$ cat src/rtl/tensor_dma_mc.sv
// tensor_dma_mc: multi-channel tensor DMA beat sequencer with round-robin channel grant.
// Optional abort support is compiled in with TENSOR_DMA_ABORT_EN.
module tensor_dma_mc #(
   parameter int DATAWIDTH = 8,
   parameter int NUM_CH = 4,
   parameter int FIFO_DELAY = 2,
   localparam int CW = (NUM_CH > 1) ? $clog2(NUM_CH) : 1
) (
   input  logic                 clk,
   input  logic                 rst,
   input  logic                 write,
   input  logic [DATAWIDTH-1:0] data_in,
   input  logic [2:0]           select,
   input  logic [CW-1:0]        ch_sel,
   output logic [DATAWIDTH-1:0] address_out,
   output logic                 rW_out,
   output logic                 tensor_ren,
   output logic                 tensor_wen,
   output logic [DATAWIDTH-1:0] depth_out,
   output logic [DATAWIDTH-1:0] width_out,
   output logic [1:0]           set,
   output logic [CW-1:0]        active_ch,
   output logic [NUM_CH-1:0]    busy,
   output logic                 finished_transfer,
   output logic [CW-1:0]        done_ch,
   output logic                 error_out
);
   localparam int NW = 2 * DATAWIDTH;
   typedef enum logic [2:0] {IDLE, ARB, WAIT, TRANSFER, FINISH} state_t;
   state_t state, next;
   logic [DATAWIDTH-1:0] cols [NUM_CH];
   logic [DATAWIDTH-1:0] rows [NUM_CH];
   logic [DATAWIDTH-1:0] base [NUM_CH];
   logic [DATAWIDTH-1:0] stride [NUM_CH];
   logic [1:0] op_set [NUM_CH];
   logic [CW-1:0] rr, grant, idx;
   logic [NW-1:0] n, cnt, n_calc;
   logic [2:0] wcnt;
   logic [DATAWIDTH-1:0] addr, stride_eff;
   logic found, ch_ok, wr_ok, x2, last, abort_act, abort_pend;

   assign ch_ok = int'(ch_sel) < NUM_CH;
   // config of a busy channel is frozen; the done cycle still has busy set, so late writes drop too
   assign wr_ok = write && ch_ok && !busy[ch_sel];
   assign found = |busy;
   assign n_calc = NW'(cols[grant]) * NW'(rows[grant]);
   assign x2 = op_set[active_ch] == 2'd2;
   assign last = cnt == n - NW'(1);
   assign stride_eff = stride[active_ch] == '0 ? DATAWIDTH'(1) : stride[active_ch];
   assign address_out = addr;
   assign depth_out = cols[active_ch];
   assign width_out = rows[active_ch];
   assign set = op_set[active_ch];
   assign done_ch = active_ch;

`ifdef TENSOR_DMA_ABORT_EN
   logic err, abort_req, in_service;
   assign abort_req = write && select == 3'd3 && data_in[1] && ch_ok;
   assign in_service = state != IDLE && ch_sel == (state == ARB ? grant : active_ch);
   assign abort_act = abort_req && in_service && (state == WAIT || state == TRANSFER);
   assign abort_pend = abort_req && busy[ch_sel] && !in_service;
   assign error_out = finished_transfer && err;
   always_ff @(posedge clk)
      if (rst) err <= 1'b0;
      else if (abort_act) err <= 1'b1;
      else if (state == ARB) err <= 1'b0;
`else
   assign abort_act = 1'b0;
   assign abort_pend = 1'b0;
   assign error_out = 1'b0;
`endif

   // scan downward so the busy channel nearest after rr wins
   always_comb begin
      grant = rr;
      idx = rr;
      for (int i = NUM_CH - 1; i >= 0; i--) begin
         idx = CW'((int'(rr) + i) % NUM_CH);
         if (busy[idx]) grant = idx;
      end
   end

   always_ff @(posedge clk) state <= rst ? IDLE : next;

   always_comb begin
      next = state;
      rW_out = 1'b0;
      tensor_ren = 1'b0;
      tensor_wen = 1'b0;
      finished_transfer = 1'b0;
      case (state)
         IDLE: next = found ? ARB : IDLE;
         ARB: next = !found ? IDLE : (n_calc == '0 ? FINISH : WAIT);
         WAIT: if (wcnt == 3'(FIFO_DELAY - 1)) begin
            next = TRANSFER;
            rW_out = x2;
            tensor_ren = x2;
         end
         TRANSFER: begin
            rW_out = x2 && !last;
            tensor_ren = x2 && !last;
            tensor_wen = !x2;
            next = last ? FINISH : TRANSFER;
         end
         FINISH: begin
            finished_transfer = 1'b1;
            next = IDLE;
         end
         default: next = IDLE;
      endcase
      if (abort_act) next = FINISH;
   end

   always_ff @(posedge clk) begin
      if (rst) begin
         for (int i = 0; i < NUM_CH; i++) begin
            cols[i] <= '0;
            rows[i] <= '0;
            base[i] <= '0;
            stride[i] <= '0;
            op_set[i] <= '0;
         end
         busy <= '0;
         rr <= '0;
         active_ch <= '0;
         n <= '0;
         cnt <= '0;
         wcnt <= '0;
         addr <= '0;
      end else begin
         if (wr_ok)
            case (select)
               3'd0: cols[ch_sel] <= data_in;
               3'd1: rows[ch_sel] <= data_in;
               3'd2: op_set[ch_sel] <= data_in[1:0];
               3'd3: busy[ch_sel] <= data_in[0];
               3'd4: base[ch_sel] <= data_in;
               3'd5: stride[ch_sel] <= data_in;
               default: ;
            endcase
         if (state == FINISH) busy[active_ch] <= 1'b0;
         if (abort_pend) busy[ch_sel] <= 1'b0;
         if (state == ARB && found) begin
            active_ch <= grant;
            rr <= CW'((int'(grant) + 1) % NUM_CH);
            n <= n_calc;
            addr <= base[grant];
            cnt <= '0;
         end
         wcnt <= state == WAIT ? wcnt + 3'd1 : 3'd0;
         if (state == TRANSFER) begin
            cnt <= cnt + NW'(1);
            addr <= addr + stride_eff;
         end
      end
   end
endmodule

$ cat config.mk
export PLATFORM = sky130hd
export DESIGN_NAME = tensor_dma_mc
export DESIGN_NICKNAME = d
export VERILOG_FILES = /design/src/rtl/tensor_dma_mc.sv
export SDC_FILE = /design/constraint.sdc
export NUM_CORES = 1
export LEC_CHECK = 0
export ABC_AREA = 1
export ABC_CLOCK_PERIOD_IN_PS = 6650
export BUFFER_PORTS_ARGS = -buffer_cell sky130_fd_sc_hd__clkbuf_2
export CORE_UTILIZATION = 30
export CTS_CLUSTER_DIAMETER = 40
export CTS_CLUSTER_SIZE = 28
export DETAILED_ROUTE_END_ITERATION = 7
export PLACE_DENSITY = 0.47
export SLEW_MARGIN = 20
export SYNTH_ARGS = -nofsm -noshare
export SYNTH_HDL_FRONTEND = slang
export SYNTH_SLANG_ARGS = --single-unit
$ cat constraint.sdc
create_clock -name clk -period 6.65 [get_ports clk]
set_input_delay 0.3325 -clock clk [delete_from_list [all_inputs] [get_ports clk]]
set_output_delay 0.3325 -clock clk [all_outputs]
set_load 0.1 [all_outputs]
-- Yosys cells after proc, flatten, opt, wreduce, memory -nomap -nowiden
Memories as Yosys holds them, arrays and structs flattened. A register that Yosys moved wholly into a read port is not among the register bits.
Index checks and enable logic that the tools add are counted.
W data, S select, Z words.
- add/sub/neg operators: 8
- multipliers: 1
- order comparisons: 8
- equal/unequal tests: 13
- muxes and demuxes: 83
- bitwise logic cells: 3
- reduce and logical (&&, ||, !) cells: 20
- operator list (kind ; number):
    $mux W8 ; 7
    $mux W1 ; 38
    $mux W2 ; 18
    $mux W16 ; 2
    $reduce_or A8 Y1 ; 4
    $lt A2 B3 Y1 const B ; 6
    $add A16 B1 Y16 const B ; 1
    $eq A16 B16 Y1 ; 1
    $logic_not A16 Y1 ; 1
    $mul A8 B8 Y16 ; 1
    $mux W4 ; 4
    $sub A16 B1 Y16 const B ; 1
    $eq A3 B2 Y1 const B ; 4
    $mux W3 ; 4
    $pmux W3 S4 ; 1
    $bmux W1 S2 ; 5
    $eq A3 B1 Y1 const B ; 3
    $eq A3 B3 Y1 const B ; 3
    $add A8 B8 Y8 ; 1
    $logic_not A8 Y1 ; 1
    $logic_not A3 Y1 ; 2
    $logic_and A1 B1 Y1 ; 5
    $add A2 B1 Y2 const B ; 2
    $add A2 B2 Y2 const B ; 2
    other kinds (14) ; 19
- flip-flop bits (word level): 54
- RAM bits: 136
- input port bits: 16
- word-level logic and storage cells: 149
- memories: 5
- memories (name ; depth ; bits a word ; rd ports ; clocked after Yosys merged registers in ; write ports ; line ; RTL):
    base ; 4 ; 8 ; 1 ; 0 ; 4 ; 33 ; logic [DATAWIDTH-1:0] base [NUM_CH];
    cols ; 4 ; 8 ; 2 ; 1 ; 4 ; 31 ; logic [DATAWIDTH-1:0] cols [NUM_CH];
    rows ; 4 ; 8 ; 2 ; 1 ; 4 ; 32 ; logic [DATAWIDTH-1:0] rows [NUM_CH];
    stride ; 4 ; 8 ; 1 ; 1 ; 4 ; 34 ; logic [DATAWIDTH-1:0] stride [NUM_CH];
    op_set ; 4 ; 2 ; 1 ; 1 ; 4 ; 35 ; logic [1:0] op_set [NUM_CH];

-- Logic depth before layout (Yosys ltp)
Gate-level depths: netlist of run 1.
An unclocked memory read counts as a cell.
- depth after elaboration: 13
- mapped depth: 38
- gate-level depth less buffers: 37

-- Worst setup path after synthesis of run 1
OpenSTA, ideal clock, no wires.
- path kind: register to register
- start: register busy[1]
- end: register state[2]
- library setup time: 0.112 ns
- data arrival time: 6.037 ns
- slack: 0.501 ns
- cell stages (with the launch flop): 36
- buffers on the path: 2
- path through: dfxtp_1 -> inv_1 -> nand2_2 -> nand3_1 -> nand2_1 -> clkinv_1 -> nand2_2 -> nand2_4 -> nand2_4 -> nand2_4 -> nand2_4 -> buf_6 -> buf_12 -> mux2i_1 -> o21ai_2 -> inv_2 -> nor2_1 -> fa_1 -> inv_1 -> fa_1 -> fa_1 -> fa_1 -> inv_1 -> ha_1 -> nand2_1 -> nor2_1 -> nand2_1 -> nand3_1 -> nand2_1 -> o21ai_0 -> xor2_1 -> nor2_1 -> nand4_1 -> nor2_1 -> nor2_1 -> nor2_1
- longest elaborated chain between the ends: 12
- elaborated cells between the ends (all ways): 20
- those cells by class: 1 x mul; 15 x mux; 2 x reduce/logical; 2 x memory
- RTL lines (item ; line ; RTL):
    start, declared ; 23 ; output logic [NUM_CH-1:0] busy,
    start signal, assigned by index ; 136 ; 3'd3: busy[ch_sel] <= data_in[0];
    $bmux W1 S2 ; 79 ; if (busy[idx]) grant = idx;
    $mux W1 (not written as such) ; 79 ;
    $mux W2 (4 in a row) ; 79 ;
    $mem_v2 Z4 W8, on equally long branches ; n/a ;
    $mul A8 B8 Y16 ; 46 ; assign n_calc = NW'(cols[grant]) * NW'(rows[grant]);
    $logic_not A16 Y1 ; 93 ; ARB: next = !found ? IDLE : (n_calc == '0 ? FINISH : WAIT);
    $mux W3 ; 93 ;
    $mux W3 (*) ; 93 ;
    $pmux W3 S4 (*) ; 91 ; case (state)
    end signal, assigned ; 83 ; always_ff @(posedge clk) state <= rst ? IDLE : next;
    end, declared ; 30 ; state_t state, next;
Every way passes the cells marked *; elsewhere a longest branch is shown, timed or not. The select of a mux whose other input is x is not followed.
A chain may end at the register's enable or synchronous reset.

-- Final worst setup path of run 1
- start: register rr[0]
- end: register state[1]
- longest elaborated chain between the ends: 13
- elaborated cells between the ends (all ways): 22
- those cells by class: 3 x add/sub; 1 x mul; 15 x mux; 1 x reduce/logical; 2 x memory
- RTL lines (item ; line ; RTL):
    start, declared ; 36 ; logic [CW-1:0] rr, grant, idx;
    start signal, assigned ; 145 ; rr <= CW'((int'(grant) + 1) % NUM_CH);
    $add A2 B2 Y2 ; 78 ; idx = CW'((int'(rr) + i) % NUM_CH);
    $bmux W1 S2 ; 79 ;
    $mux W1 (not written as such) ; 79 ;
    $mux W2 (3 in a row) ; 79 ;
    $mux W2 (*) ; 79 ;
    $mem_v2 Z4 W8, on equally long branches ; n/a ;
    $mul A8 B8 Y16 (*) ; 46 ;
    $logic_not A16 Y1 (*) ; 93 ;
    $mux W3 (*) (2 in a row) ; 93 ;
    $pmux W3 S4 (*) ; 91 ;
Marked as above.

==> run_results.csv, run 1 <==
group,metric,value,unit
floorplan,die_area,41700,um2
min_path,hold_path_depth,3,
drt,top_layer_used,"met4",
worst_setup_path,worstSetupStartpoint,"rr[0]",
worst_setup_path,crit_path_top_delay_cell,"fa_1",
final_layout,seq_area,5200,um2
floorplan,core,40000,um2
drt,dr_wl_met3,1340,um
drt,drtAntennaViolNets,0,
synthesis,yosys_register_bits,192,
worst_setup_path,startpoint_type,"flop",
clock_network,ctsLongestPathBuffers,2,
grt,grt_pass1_vias,9540,
synthesis,syn_area,12300,um2
synthesis,seq_area_frac_synth,42.5,%
floorplan,start_util,30.6,%
grt,grt_use_total,17.2,%
synthesis,synth_nets,1546,
timing,setup_viol,0,
final_layout,final_net_count,1574,
clock_network,cts_root_buffer,"clkbuf_16",
drt,post_drt_via_cell_ratio,4.87,
timing,period_needed,6.11,ns
worst_setup_path,crit_path_end,"state[1]",
floorplan,io_pins,55,
final_layout,final_core_util,34.0,%
synthesis,synthCells,1446,
timing,max_slew_margin,33.7,%
drt,first_iter_violations,528,
placed_design,place_congestion,0.814,
min_path,hold_path.class,"primary input to flop",
grt,grt_max_degree,55,
clock_network,cts_tree,"yes",
worst_setup_path,crit_top_cell,"fa_1",
worst_setup_path,reg2reg_depth,30,
grt,grt_first_pass_wirelength,54300,um
drt,detail_route.first_pass.iterations,5,
timing,finalClockSkew,0.0277,ns
worst_setup_path,r2r_setup_slack,0.54,ns
worst_setup_path,reg2reg_from,"rr[0]",
timing,hold-worst-slack,0.221,ns
drt,route.met2.wl,16900,um
clock_network,cts_buffers,17,
run,drv_cap,0,
floorplan,fp.dieW,204,um
worst_setup_path,worstReg2RegEnd,"state[1]",
final_layout,drive_gt1_share,11.2,%
synthesis,synth_edf_count,136,
timing,finalHoldViolCount,0,
floorplan,die_y,204,um
synthesis,synthFlopType,"edfxtp_1",
pwr,power_leakage,5.87,nW
drt,post_drt_wl_per_cell,17.3,um
clock_network,clk_pin_slew,0.08,ns
final_layout,multiInputGateArea,6010,um2
pwr,p_per_area,205,nW/um2
synthesis,async_reset_ff_share,0,%
clock_network,cts_sinks,192,
synthesis,synth.avg_cell_area,8.48,um2
timing,worstMarginPinSlew,0.989,ns
worst_setup_path,cp_data_required_time,6.98,ns
drt,vias,9791,
timing,fin_crit_sh,91.9,%
clock_network,hold_buffers,0,
drt,totalWireLength,34800,um
worst_setup_path,worstPathArrival,6.44,ns
worst_setup_path,crit_path_end_kind,"flop",
timing,final.setup.tns,0,ns
final_layout,area.growth.synth_to_final,10.8,%
worst_setup_path,worstPathMaxFanout,39,
status,outcome,"finished clean",
placed_design,portBuffers,53,
final_layout,diodes,0,
worst_setup_path,slowest_delay,0.54,ns
floorplan,row_count,73,
timing,max_clock_freq,0.164,GHz
synthesis,ys.warnings.count,0,
final_layout,fillers,4278,
drt,m1WireLength,16000,um
placed_design,placed_area,13000,um2
clock_network,htreeDepth,4,
placed_design,hpwlAfterDp,24900,um
final_layout,fin_area,13600,um2
grt,antenna_found_initial,0,
drt,drc_errors,0,
grt,gr-total-overflow,0,
synthesis,yosysUniqueCellTypes,53,
clock_network,clk_latency,0.46,ns
timing,slew_viol_final,0,
worst_setup_path,setup.worst_path.class,"flop to flop",
pwr,ir_worst_vdd,177,uV
timing,grt_setup_unrepaired,"no",
## power by group
group | switching, mW | internal (mW) | leakage (nW) | total [mW]
clock | 0.530 | 0.543 | 0.296 | 1.07
combinational | 0.285 | 0.115 | 3.67 | 0.400
sequential | 0.0115 | 1.30 | 1.91 | 1.31
## metal layers
metal,up-vias,global-route usage (%)
met2,212,28.6
met5,-,0
li1,4828,-
met1,4721,23.0
met4,0,5.30
met3,30,2.38
## area by class of cell
| cell class | instances | area share, % |
|---|---|---|
| flip-flops and latches | 192 | 38.3 |
| clock buffers | 17 | 3.13 |
| clock inverters | 15 | 1.34 |
| multi-input cells | 1001 | 44.2 |
| inverters | 194 | 5.36 |
| repair buffers | 68 | 2.78 |
| well taps | 525 | 4.84 |
## worst min-delay path by stage
stage,startpoint,end,slack (ns)
finish,data_in[0],busy[2],0.22
global route,data_in[0],busy[3],0.20
CTS,data_in[0],busy[3],0.19
detailed placement,wcnt[0],wcnt[0],0.46
global placement,wcnt[0],wcnt[0],0.43
floorplan,wcnt[0],wcnt[0],0.42
## repair_timing
action / in CTS / in global routing
endpoints found under the hold margin: 0 / 0
buffers inserted: 0 / 0
endpoints found under the setup margin: 0 / 2
gates resized for setup: 0 / 2
## metrics by stage
stage | instances | worst slack [ns] | power (mW)
4_1_cts | 2012 | 0.381 | 2.82
6_report | 2012 | 0.537 | 2.79
3_3_place_gp | 1980 | 0.511 | 1.74
2_1_floorplan | 1446 | 0.501 | 1.63
5_1_grt | 2012 | 0.0183 | 2.90
3_5_place_dp | 1980 | 0.419 | 1.75
## logic make-up after synthesis
kind of cell | after synthesis | share of synthesized area [%]
other | 1 | 0.0306
XOR/XNOR | 39 | 2.79
adder cells (fa/ha/maj) | 84 | 10.8
multiplexers | 14 | 1.14
buffers and inverters | 253 | 8.70
AND/OR/NAND/NOR | 631 | 22.2
flip-flops | 192 | 42.5
AO/OA/AOI/OAI | 232 | 11.8
## cells in the final DEF, fill, tap and decap left out, types with 37 or more instances in the layout
cell      Yosys  routed
nor2_1      297     297
inv_1       173     173
nand2_1     168     168
edfxtp_1    136     136
o21ai_0     102      96
nand3_1      62      62
dfxtp_1      56      56
clkbuf_2      0      53
ha_1         47      47
a21oi_1      39      39
fa_1         37      37
## synthesized netlist by cell type (all sizes together), types with 9 or more instances
cell type	count	area share (%)
a211oi	9	0.55
a21oi	40	1.7
buf	20	1.6
clkbuf	39	1.2
dfxtp	56	9.1
edfxtp	136	33
fa	37	6.0
ha	47	4.8
inv	188	5.8
mux2i	14	1.1
nand2	181	6.1
nand3	65	2.8
nand4	14	0.71
nor2	303	9.4
nor3	29	1.2
o211ai	18	1.4
o21ai	113	4.9
o22ai	27	1.4
or2	24	1.2
xnor2	12	0.86
xor2	27	1.9
## registers in the layout, indices dropped and copies added, names as in the netlist, named ones only
name / flops
state: 3
busy: 4
rr: 2
base: 32
cols: 32
wcnt: 3
op_set: 8
active_ch: 2
n: 16
stride: 32
rows: 32
cnt: 16
address_out: 8
## worst max-delay path: cells and delay by family, from the launching register on
kind,cells,cell delay [ns]
fa+ha+maj,5,2.13
simple gates,14,1.76
buf+inv,6,0.71
compound gates,3,0.59
flops,1,0.34
xor+xnor,1,0.22
mux,1,0.20
No activity file was read; power rests on OpenSTA's default activity.
==> run 2, diff against run 1 <==
--- a/config.mk
+++ b/config.mk
@@ -5,7 +5,6 @@
 export SDC_FILE = /design/constraint.sdc
 export NUM_CORES = 1
 export LEC_CHECK = 0
-export ABC_AREA = 1
 export ABC_CLOCK_PERIOD_IN_PS = 6650
 export BUFFER_PORTS_ARGS = -buffer_cell sky130_fd_sc_hd__clkbuf_2
 export CORE_UTILIZATION = 30
==> run 2 against run 1 <==
Against the previous run:
- critical path depth fell by 6
- combinational power rose by 150%
- hold slack improved by 0.14 ns
- die area fell by 3.5%
- non-clock buffer count rose by 26
- fmax fell by 3.4%
- sequential share of layout area rose by 0.40 points
- critical path type unchanged
==> run_results.csv, run 2 <==
group,metric,value,unit
drt,drc_errors,0,
synthesis,synth.avg_cell_area,10.4,um2
timing,finalClockSkew,0.0206,ns
run,drv_cap,0,
min_path,hold_path.class,"primary input to flop",
grt,antenna_found_initial,0,
drt,drtAntennaViolNets,0,
worst_setup_path,cp_data_required_time,7.03,ns
pwr,ir_worst_vdd,185,uV
worst_setup_path,startpoint_type,"flop",
drt,post_drt_via_cell_ratio,4.90,
synthesis,yosysMostFrequentCell,"nor2_1",
timing,slew_viol_final,0,
worst_setup_path,slowest_delay,0.58,ns
clock_network,cts_sinks,192,
worst_setup_path,setup.worst_path.class,"flop to flop",
status,outcome,"finished clean",
worst_setup_path,reg2reg_depth,24,
timing,setup_viol,0,
worst_setup_path,worstPathArrival,6.71,ns
timing,max_clock_freq,0.158,GHz
pwr,p_per_area,251,nW/um2
final_layout,final_common_cell,"nor2_1",
final_layout,final_net_count,1292,
grt,grt_max_degree,77,
worst_setup_path,reg2reg_from,"rr[0]",
final_layout,final_core_util,34.8,%
timing,fin_crit_sh,95.1,%
timing,grt_setup_unrepaired,"no",
clock_network,cts_root_buffer,"clkbuf_16",
synthesis,synth_edf_count,136,
drt,totalWireLength,31400,um
final_layout,drive_gt1_share,17.1,%
timing,max_slew_margin,32.7,%
timing,worstMarginPinSlew,1.00,ns
synthesis,yosysTopAreaCellShare,34.5,%
drt,first_iter_violations,515,
worst_setup_path,critical_path.cell_chain,"and2b_2 > a21oi_2 > o211ai_4 > buf_12 > buf_4 > mux2_1 > a21oi_2 > nor2_1 > fa_1 > inv_1 > fa_1 > fa_1 > fa_1 > inv_1 > ha_4 > and3_1 > a221o_1 > or4_4 > a31oi_1 > xor2_1 > and2b_1 > nand4_2 > o2bb2a_4 > nor2_2",
worst_setup_path,worstReg2RegEnd,"state[2]",
min_path,min_from,"data_in[6]",
grt,grt_first_pass_wirelength,49600,um
synthesis,synth_nets,1238,
grt,grt_use_total,16.0,%
clock_network,cts_tree,"yes",
clock_network,cts_buffers,17,
min_path,hold_path_depth,2,
pwr,power.total,3.39,mW
synthesis,synth_common_cells,"189 x nor2_1, 136 x edfxtp_1, 85 x inv_1",
drt,post_drt_wl_per_cell,18.2,um
placed_design,hpwlAfterDp,22600,um
min_path,min_to,"base[3][6]",
worst_setup_path,worstPathMaxFanout,9,
placed_design,portBuffers,53,
clock_network,hold_buffers,0,
synthesis,synthFlopType,"edfxtp_1",
grt,grt_pass1_vias,8492,
floorplan,start_util,30.5,%
floorplan,die_area,40200,um2
timing,finalHoldViolCount,0,
floorplan,fp.dieW,201,um
worst_setup_path,r2r_setup_slack,0.33,ns
placed_design,place_congestion,0.811,
synthesis,syn_area,11800,um2
synthesis,synthTopCellsByArea,"edfxtp_1 35%, dfxtp_1 9.5%, fa_1 6.3%",
synthesis,synth_area_leader_cell,"edfxtp_1",
worst_setup_path,crit_path_end_kind,"flop",
timing,final.setup.tns,0,ns
drt,vias,8441,
grt,gr-total-overflow,0,
synthesis,synthCells,1138,
final_layout,diodes,0,
floorplan,io_pins,55,
clock_network,htreeDepth,4,
synthesis,yosys_register_bits,192,
worst_setup_path,crit_top_cell,"fa_1",
floorplan,core,38700,um2
synthesis,seq_area_frac_synth,44.0,%
pwr,power_leakage,5.57,nW
timing,period_needed,6.32,ns
final_layout,seq_area,5220,um2
drt,detail_route.first_pass.iterations,5,
synthesis,async_reset_ff_share,0,%
floorplan,row_count,72,
clock_network,clk_latency,0.45,ns
clock_network,ctsLongestPathBuffers,2,
final_layout,multiInputGateArea,6090,um2
final_layout,layout_common_cells,"188 x nor2_1, 136 x edfxtp_1, 85 x inv_1",
synthesis,ys.warnings.count,0,
floorplan,die_y,201,um
final_layout,fillers,3978,
synthesis,yosysUniqueCellTypes,77,
worst_setup_path,crit_path_top_delay_cell,"fa_1",
final_layout,area.growth.synth_to_final,14.0,%
clock_network,clk_pin_slew,0.08,ns
==> run 2: stage by stage <==
stage	hold slack [ns]	cells	area [um2]	worst slack (ns)
2_1_floorplan	0.421	1138	11800	0.0178
3_3_place_gp	0.437	1686	12800	0.237
3_5_place_dp	0.449	1686	12800	0.133
4_1_cts	0.360	1718	13400	0.0742
5_1_grt	0.389	1723	13500	0.0204
6_report	0.365	1723	13500	0.325
==> run 2: area by class of cell <==
cell class | count | area share [%]
clock buffer | 17 | 3.16
clock inverter | 15 | 1.24
inverter | 85 | 2.37
multi-input combinational | 802 | 45.2
sequential | 192 | 38.7
tap | 518 | 4.81
timing repair buffer | 94 | 4.53
==> run 2: cells by family (layout without fill, tap and decap cells) <==
family	Yosys count	after routing	share of synthesized area, %
compound gates	166	166	9.50
xor+xnor	32	32	2.43
fa+ha+maj	84	84	11.2
buf+inv	144	211	4.94
flops	192	192	44.0
mux	80	80	9.90
other cells	1	1	0.0317
simple gates	439	439	17.9
==> run 2: worst max-delay path by stage <==
stage               startpoint        to  slack [ns]
CTS                      rr[0]  state[2]        0.07
global placement         rr[0]  state[1]        0.24
global route             rr[0]  state[1]        0.02
detailed placement       rr[0]  state[1]        0.13
finish                   rr[0]  state[2]        0.33
floorplan              busy[0]  state[1]        0.02
==> run 2: critical path, delay by kind of cell, from the launching register on <==
family	cells	cell delay [ns]
adders and majority gates	5	2.33
xor gates and xnor gates	1	0.22
DFF	1	0.34
and+or+nand+nor	7	1.28
AOI/OAI and AO/OA	6	1.36
muxes	1	0.33
buffers and inverters	4	0.41
==> run 2: power breakdown <==
part / total, mW / switching [mW] / internal (mW)
logic: 0.988 / 0.577 / 0.411
registers: 1.34 / 0.0181 / 1.32
clock network: 1.06 / 0.520 / 0.537
total: 3.39 / 1.12 / 2.27
==> run 2: what timing repair did <==
item                       CTS  global route
buffers inserted             0             5
resized for setup            0             8
setup endpoints to repair    0             3
==> run 2: per-layer routing <==
metal	vias to the layer above	GRT usage (%)	part of all wire, %	wire length, um
met5	-	0	0	0
met4	0	4.58	1.5	468
met3	22	2.66	3.6	1130
met2	139	25.5	47	14700
met1	4158	22.3	48	15100
li1	4122	-	-	-
